<file path="src/rtl/src_ctrl_pkg.sv">
// Shared definitions for the sample-rate-converter controller: instruction field
// layout, default widths and the program-store state encoding.
package src_ctrl_pkg;

  localparam int VEC_ID_W       = 3;
  localparam int REGFILE_ADDR_W = 4;
  localparam int DATA_ADDR_W    = 6;
  localparam int INSTR_ADDR_W   = 5;
  localparam int INSTR_W        = 2 + VEC_ID_W + 2*REGFILE_ADDR_W + 3*DATA_ADDR_W;

  // Field LSB positions, coef_ptr at bit 0 up to lstg_f at the MSB.
  localparam int COEF_PTR_LSB   = 0;
  localparam int DATA_LPTR_LSB  = COEF_PTR_LSB + DATA_ADDR_W;
  localparam int DATA_UPTR_LSB  = DATA_LPTR_LSB + DATA_ADDR_W;
  localparam int ERROR_REG_LSB  = DATA_UPTR_LSB + DATA_ADDR_W;
  localparam int RESULT_REG_LSB = ERROR_REG_LSB + REGFILE_ADDR_W;
  localparam int VECTOR_ID_LSB  = RESULT_REG_LSB + REGFILE_ADDR_W;
  localparam int UPSE_F_BIT     = VECTOR_ID_LSB + VEC_ID_W;
  localparam int LSTG_F_BIT     = UPSE_F_BIT + 1;

  typedef enum logic [1:0] {
    ST_IDLE = 2'd0,
    ST_LOAD = 2'd1,
    ST_RUN  = 2'd2
  } state_t;

endpackage

</file>
<file path="src/rtl/instr_ram.sv">
// Single-write, single-read synchronous RAM with a registered read port that
// holds its last value when no read is requested. The array is never reset.
module instr_ram #(
  parameter int ADDR_W = 5,
  parameter int DATA_W = 31
) (
  input  logic              clk,
  input  logic              we,
  input  logic [ADDR_W-1:0] waddr,
  input  logic [DATA_W-1:0] wdata,
  input  logic              re,
  input  logic [ADDR_W-1:0] raddr,
  output logic [DATA_W-1:0] rdata
);

  logic [DATA_W-1:0] mem [2**ADDR_W];

  always_ff @(posedge clk) begin
    if (we) mem[waddr] <= wdata;
    if (re) rdata <= mem[raddr];
  end

endmodule

</file>
<file path="src/rtl/instr_mem.sv">
// Program store for the sample-rate-converter controller: serial load of
// instruction words, then one-cycle-latency fetch by program counter.
module instr_mem
  import src_ctrl_pkg::*;
#(
  parameter int VEC_ID_WIDTH       = src_ctrl_pkg::VEC_ID_W,
  parameter int REGFILE_ADDR_WIDTH = src_ctrl_pkg::REGFILE_ADDR_W,
  parameter int DATA_ADDR_WIDTH    = src_ctrl_pkg::DATA_ADDR_W,
  parameter int INSTR_ADDR_WIDTH   = src_ctrl_pkg::INSTR_ADDR_W,
  parameter int INSTR_WIDTH        = 2 + VEC_ID_WIDTH + 2*REGFILE_ADDR_WIDTH + 3*DATA_ADDR_WIDTH
) (
  input  logic                        clk,
  input  logic                        rst,
  input  logic                        prog,
  input  logic                        load_valid,
  input  logic [INSTR_WIDTH-1:0]      load_word,
  output logic                        load_ready,
  input  logic                        fetch,
  input  logic [INSTR_ADDR_WIDTH-1:0] pc,
  output logic [INSTR_WIDTH-1:0]      instr_word,
  output logic                        instr_valid,
  output logic                        last,
  output logic [INSTR_ADDR_WIDTH:0]   prog_len,
  output logic                        oob,
  output logic                        bad_ptr
);

  localparam int DEPTH = 2**INSTR_ADDR_WIDTH;
  localparam int LEN_W = INSTR_ADDR_WIDTH + 1;

  state_t state, state_nxt;
  logic [LEN_W-1:0] wptr, wptr_nxt;
  logic [DATA_ADDR_WIDTH-1:0] uptr, lptr;
  logic load_entry, xfer, word_bad, fetch_run, pc_legal;
  logic vld_p1, last_p1, zero_p1;
  logic [INSTR_WIDTH-1:0] rd_word_p1;

  always_comb begin
    state_nxt = state;
    case (state)
      ST_IDLE: if (prog) state_nxt = ST_LOAD;
      ST_LOAD: if (!prog) state_nxt = (wptr != '0) ? ST_RUN : ST_IDLE;
      ST_RUN:  if (prog) state_nxt = ST_LOAD;
      default: state_nxt = ST_IDLE;
    endcase
  end

  assign uptr       = load_word[3*DATA_ADDR_WIDTH-1 -: DATA_ADDR_WIDTH];
  assign lptr       = load_word[2*DATA_ADDR_WIDTH-1 -: DATA_ADDR_WIDTH];
  assign word_bad   = lptr > uptr;
  assign load_entry = (state_nxt == ST_LOAD) && (state != ST_LOAD);
  assign xfer       = (state == ST_LOAD) && load_valid && load_ready;
  assign fetch_run  = (state == ST_RUN) && fetch;
  assign pc_legal   = {1'b0, pc} < wptr;

  // wptr stops at DEPTH because load_ready drops there; it doubles as prog_len.
  always_comb begin
    wptr_nxt = wptr;
    if (load_entry)  wptr_nxt = '0;
    else if (xfer)   wptr_nxt = wptr + LEN_W'(1);
  end

  always_ff @(posedge clk or posedge rst) begin
    if (rst) begin
      state <= ST_IDLE;
      wptr <= '0;
      load_ready <= 1'b0;
      bad_ptr <= 1'b0;
      oob <= 1'b0;
    end else begin
      state <= state_nxt;
      wptr <= wptr_nxt;
      load_ready <= (state_nxt == ST_LOAD) && (wptr_nxt < LEN_W'(DEPTH));
      bad_ptr <= load_entry ? 1'b0 : (bad_ptr | (xfer & word_bad));
      oob <= load_entry ? 1'b0 : (oob | (fetch_run & ~pc_legal));
    end
  end

  instr_ram #(
    .ADDR_W(INSTR_ADDR_WIDTH),
    .DATA_W(INSTR_WIDTH)
  ) u_ram (
    .clk  (clk),
    .we   (xfer),
    .waddr(wptr[INSTR_ADDR_WIDTH-1:0]),
    .wdata(load_word),
    .re   (fetch_run & pc_legal),
    .raddr(pc),
    .rdata(rd_word_p1)
  );

  // Read stage p1: zero_p1 masks the RAM output after reset or an out-of-range fetch.
  always_ff @(posedge clk or posedge rst) begin
    if (rst) begin
      vld_p1 <= 1'b0;
      last_p1 <= 1'b0;
      zero_p1 <= 1'b1;
    end else begin
      vld_p1 <= fetch_run & pc_legal;
      if (fetch_run) begin
        last_p1 <= pc_legal && ({1'b0, pc} == wptr - LEN_W'(1));
        zero_p1 <= ~pc_legal;
      end
    end
  end

  assign instr_word  = zero_p1 ? '0 : rd_word_p1;
  assign instr_valid = vld_p1;
  assign last        = last_p1;
  assign prog_len    = wptr;

endmodule

</file>
<file path="config.mk">
export PLATFORM = sky130hd
export DESIGN_NAME = instr_mem
export DESIGN_NICKNAME = d
export VERILOG_FILES = /design/src/rtl/src_ctrl_pkg.sv /design/src/rtl/instr_ram.sv /design/src/rtl/instr_mem.sv
export SDC_FILE = /design/constraint.sdc
export NUM_CORES = 1
export LEC_CHECK = 0
export CAP_MARGIN = 30
export CORE_ASPECT_RATIO = 1.4
export CORE_MARGIN = 2
export CORE_UTILIZATION = 64
export CTS_BUF_LIST = sky130_fd_sc_hd__clkbuf_4
export DETAILED_ROUTE_END_ITERATION = 8
export MAX_ROUTING_LAYER = met4
export PLACE_DENSITY = 0.82
export SETUP_SLACK_MARGIN = 0.05
export SKIP_CTS_REPAIR_TIMING = 1
export SLEW_MARGIN = 10
export SYNTH_ARGS = -nofsm -noshare
export SYNTH_HDL_FRONTEND = slang
export SYNTH_SLANG_ARGS = --single-unit
export TNS_END_PERCENT = 30
</file>
<file path="constraint.sdc">
create_clock -name clk -period 4 [get_ports clk]
set_clock_uncertainty 0.2 [all_clocks]
set_input_delay 0.8 -clock clk [delete_from_list [all_inputs] [get_ports clk]]
set_output_delay 0.8 -clock clk [all_outputs]
set_load 0.05 [all_outputs]
</file>
==> impl_metrics.ini <==
[power]
netSwitchingFraction = 0.231
comb_power_share = 0.078
ir_drop_worst_vdd_mv = 0.390
internal_power_uw = 16600
p_seq_frac = 0.557
p_per_area_nw_per_um2 = 469
total_switching_power_uw = 4980
power_leakage_uw = 0.0155
clock_power_share = 0.365

[placed_design]
placed_cells = 2994
gpl.final_weighted_congestion = 0.918
dpl-instance-area_um2 = 43000
place.port_buffers = 82
place.detailed.hpwl_mm = 61.0

[yosys]
seq_area_frac_synth = 0.772
postSynthRegisterBits = 1037
synthDistinctLibCells = 43
netlist_area_um2 = 40200
asyncSetResetFlopFracSynth = 0.0135
synth_nets = 2130
netlist_top_cells_area = sky130_fd_sc_hd__edfxtp_1, sky130_fd_sc_hd__mux4_2, sky130_fd_sc_hd__mux2i_1, sky130_fd_sc_hd__a22oi_1, sky130_fd_sc_hd__nor2b_1
synth_edf_count = 1023
yosys.area.top_type_share = 0.763
synthFlopType = sky130_fd_sc_hd__edfxtp_1
post_synth_inst_count = 2073
synth_warnings = 0
average_footprint_of_a_synthesized_cell_um2 = 19.4
netlist.top_cell.by_area = sky130_fd_sc_hd__edfxtp_1

[setup_path]
critical_path_buf_inv_count = 2
cp.arrival_ns = 2.86
crit_start = zero_p1
cp_cell_sequence = buf_4 -> nor2b_1 -> clkdlybuf4s50_1
worst_path_largest_cell_delay_ns = 0.89
worst-setup-path-type = reg2out
startpoint_type = flip-flop
regToRegSetupSlack_ns = 1.34
crit_path_top_delay_cell = sky130_fd_sc_hd__clkdlybuf4s50_1
critical_path.reg2reg.endpoint = u_ram.rdata[13]
critical_path_peak_fanout = 11
endpoint_kind = output port
timing.reg2reg.worst_path_depth = 7
crit_required_ns = 3.00
r2r_start = prog_len[3]
timing.critical_path.max_delay_family = buffers and inverters

[timing]
timing.max_slew.rel_slack = 0.312
grt_setup_unrepaired = false
setup_viol = 0
tns_ns = 0
final_min_period_over_clock_period = 0.966
min_cycle_time_layout_ns = 3.86
final-max-slew-violation-count = 0
worst-slew-pin-transition_ns = 1.03
hold_violations_final = 0
clock.fmax_mhz = 259

[drt]
antenna_left = 0
detail_route.wirelength_mm = 103
detailed_router_s_first_iteration_violation_count = 2961
vias = 22400
drc = 1
avgRoutedWirePerCell_um = 30.5
detail_route.first_pass.iterations = 9
vias_per_cell = 6.61

[finish]
synthToLayoutAreaGrowth_pct = 14.4
postLayoutCellArea_um2 = 46000
nets = 2455
final_cells = 3386
drive_above_1_share = 0.252

[grt]
grt.overflow.total = 0
antenna_violations_before_repair = 5
gr-usage-all-layers = 0.333
largest_net_degree_at_the_start_of_global_routing = 66
via_count_of_the_first_global_routing_pass = 22900
grt_pass1_wl_mm = 148

[job]
maxCapViolations = 0

[clocking]
tritoncts_num_sinks = 1037
tritoncts = yes
clkSlewWorstSetupHoldPaths_ns = 0.07
number_of_levels_the_h_tree_was_split_into = 4
cts.root.buffer_cell = sky130_fd_sc_hd__clkbuf_4
number_of_buffers_added_by_the_clock_tree_synthesis_step = 215
max-clock-path-buffers = 3
source_to_sink_clock_delay_at_the_later_pin_of_the_worst_skew_pair_ns = 0.97

[die]
initial_core_util = 0.647
chipHeight_um = 301
core_region_area_um2 = 62200
pin_count = 83
die-area_um2 = 64900
die_width_um = 216
row_count = 108

[outcome]
run_status = complete, but fails checks
violations = design-rule violations

[hold_path]
hold_class = in2async
## layout make-up
class,count,area [um^2]
inverters,16,60.1
diodes,5,12.5
multi-input cells,909,8780
repair buffers,219,2270
fillers,3472,16100
well taps,825,1030
clock buffers,315,2360
clock inverters,60,458
flip-flops and latches,1037,31100
## metrics by stage
stage / total power, uW / hold WS, ns / utilization / worst slack [ns]
2_1_floorplan: 13200 / 0.307 / - / 0.304
3_3_place_gp: 13900 / 0.340 / 0.691 / 0.616
3_5_place_dp: 13900 / 0.376 / 0.692 / 0.584
4_1_cts: 21700 / 0.0959 / 0.737 / 0.0178
5_1_grt: 22200 / 0.141 / 0.741 / 0.0856
6_report: 21600 / 0.170 / 0.741 / 0.136
## registers in the layout, indices dropped and copies added, names as in the netlist
name and cells:
bad_ptr 1, instr_valid 1, last 1, load_ready 1
oob 1, prog_len 6, state 2, u_ram.mem 992
u_ram.rdata 31, zero_p1 1
## cell usage after synthesis, types with 2 or more instances
master,count
sky130_fd_sc_hd__nand2b_1,3
sky130_fd_sc_hd__buf_6,12
sky130_fd_sc_hd__nand4_1,33
sky130_fd_sc_hd__edfxtp_1,1023
sky130_fd_sc_hd__xnor2_1,5
sky130_fd_sc_hd__a21oi_1,98
sky130_fd_sc_hd__mux2i_1,248
sky130_fd_sc_hd__nor2_1,41
sky130_fd_sc_hd__and3_1,2
sky130_fd_sc_hd__o211ai_1,2
sky130_fd_sc_hd__o21a_1,3
sky130_fd_sc_hd__nor2b_1,100
sky130_fd_sc_hd__xor2_1,3
sky130_fd_sc_hd__o21ai_0,4
sky130_fd_sc_hd__nand2_1,42
sky130_fd_sc_hd__or3_1,2
sky130_fd_sc_hd__nand3b_1,3
sky130_fd_sc_hd__inv_1,16
sky130_fd_sc_hd__a21boi_0,2
sky130_fd_sc_hd__a22oi_1,93
sky130_fd_sc_hd__buf_2,16
sky130_fd_sc_hd__buf_1,3
sky130_fd_sc_hd__mux4_2,124
sky130_fd_sc_hd__dfrtp_1,13
sky130_fd_sc_hd__clkbuf_1,56
sky130_fd_sc_hd__ha_1,16
sky130_fd_sc_hd__buf_4,24
sky130_fd_sc_hd__nand3_1,70
sky130_fd_sc_hd__nor3_1,2
## cell families after synthesis
family / Yosys count / synth area share
XOR/XNOR: 9 / 0.00215
AND/OR/NAND/NOR: 303 / 0.0401
adder cells (fa/ha/maj): 16 / 0.00497
buffers and inverters: 127 / 0.0168
AO/OA/AOI/OAI: 209 / 0.0327
flip-flops: 1037 / 0.772
multiplexers: 372 / 0.131
## worst max path at each step
stage / to / slack [ns] / depth (start not counted)
detailed placement: u_ram.mem[21][22] / 0.58 / 6
global placement: u_ram.mem[5][28] / 0.62 / 6
global route: instr_word[13] / 0.09 / 3
CTS: instr_word[15] / 0.02 / 3
floorplan: u_ram.rdata[0] / 0.30 / 12
finish: instr_word[10] / 0.14 / 3
## placed cells by master, fill, tap and decap left out, types with 13 or more instances in the layout
master / netlist / layout
sky130_fd_sc_hd__edfxtp_1: 1023 / 1023
sky130_fd_sc_hd__clkbuf_4: 0 / 315
sky130_fd_sc_hd__mux2i_1: 248 / 248
sky130_fd_sc_hd__mux4_2: 124 / 124
sky130_fd_sc_hd__a21oi_1: 98 / 98
sky130_fd_sc_hd__buf_4: 24 / 98
sky130_fd_sc_hd__nor2b_1: 100 / 97
sky130_fd_sc_hd__a22oi_1: 93 / 93
sky130_fd_sc_hd__clkdlybuf4s50_1: 0 / 79
sky130_fd_sc_hd__nand3_1: 70 / 70
sky130_fd_sc_hd__nand2_1: 42 / 42
sky130_fd_sc_hd__clkinv_1: 0 / 37
sky130_fd_sc_hd__nor2_4: 0 / 34
sky130_fd_sc_hd__nand4_1: 33 / 33
sky130_fd_sc_hd__buf_12: 0 / 21
sky130_fd_sc_hd__buf_8: 0 / 18
sky130_fd_sc_hd__inv_1: 16 / 16
sky130_fd_sc_hd__ha_1: 16 / 16
sky130_fd_sc_hd__dfrtp_1: 13 / 13
## power by group through the flow
| stage | Sequential (uW) | Clock, uW | Combinational, uW |
|---|---|---|---|
| floorplan | 12300 | 0 | 945 |
| global placement | 12300 | 0 | 1590 |
| detailed placement | 12300 | 0 | 1640 |
| CTS | 12000 | 7970 | 1650 |
| global route | 12000 | 8440 | 1750 |
| finish | 12000 | 7880 | 1690 |
## per-layer routing
metal	wire, um	track usage	share of wire
met3	11100	0.0774	0.11
met2	51400	0.529	0.50
met4	6670	0.200	0.064
met1	34200	0.391	0.33
met5	0	-	0
Note: power is estimated with default switching activity, not from simulation.
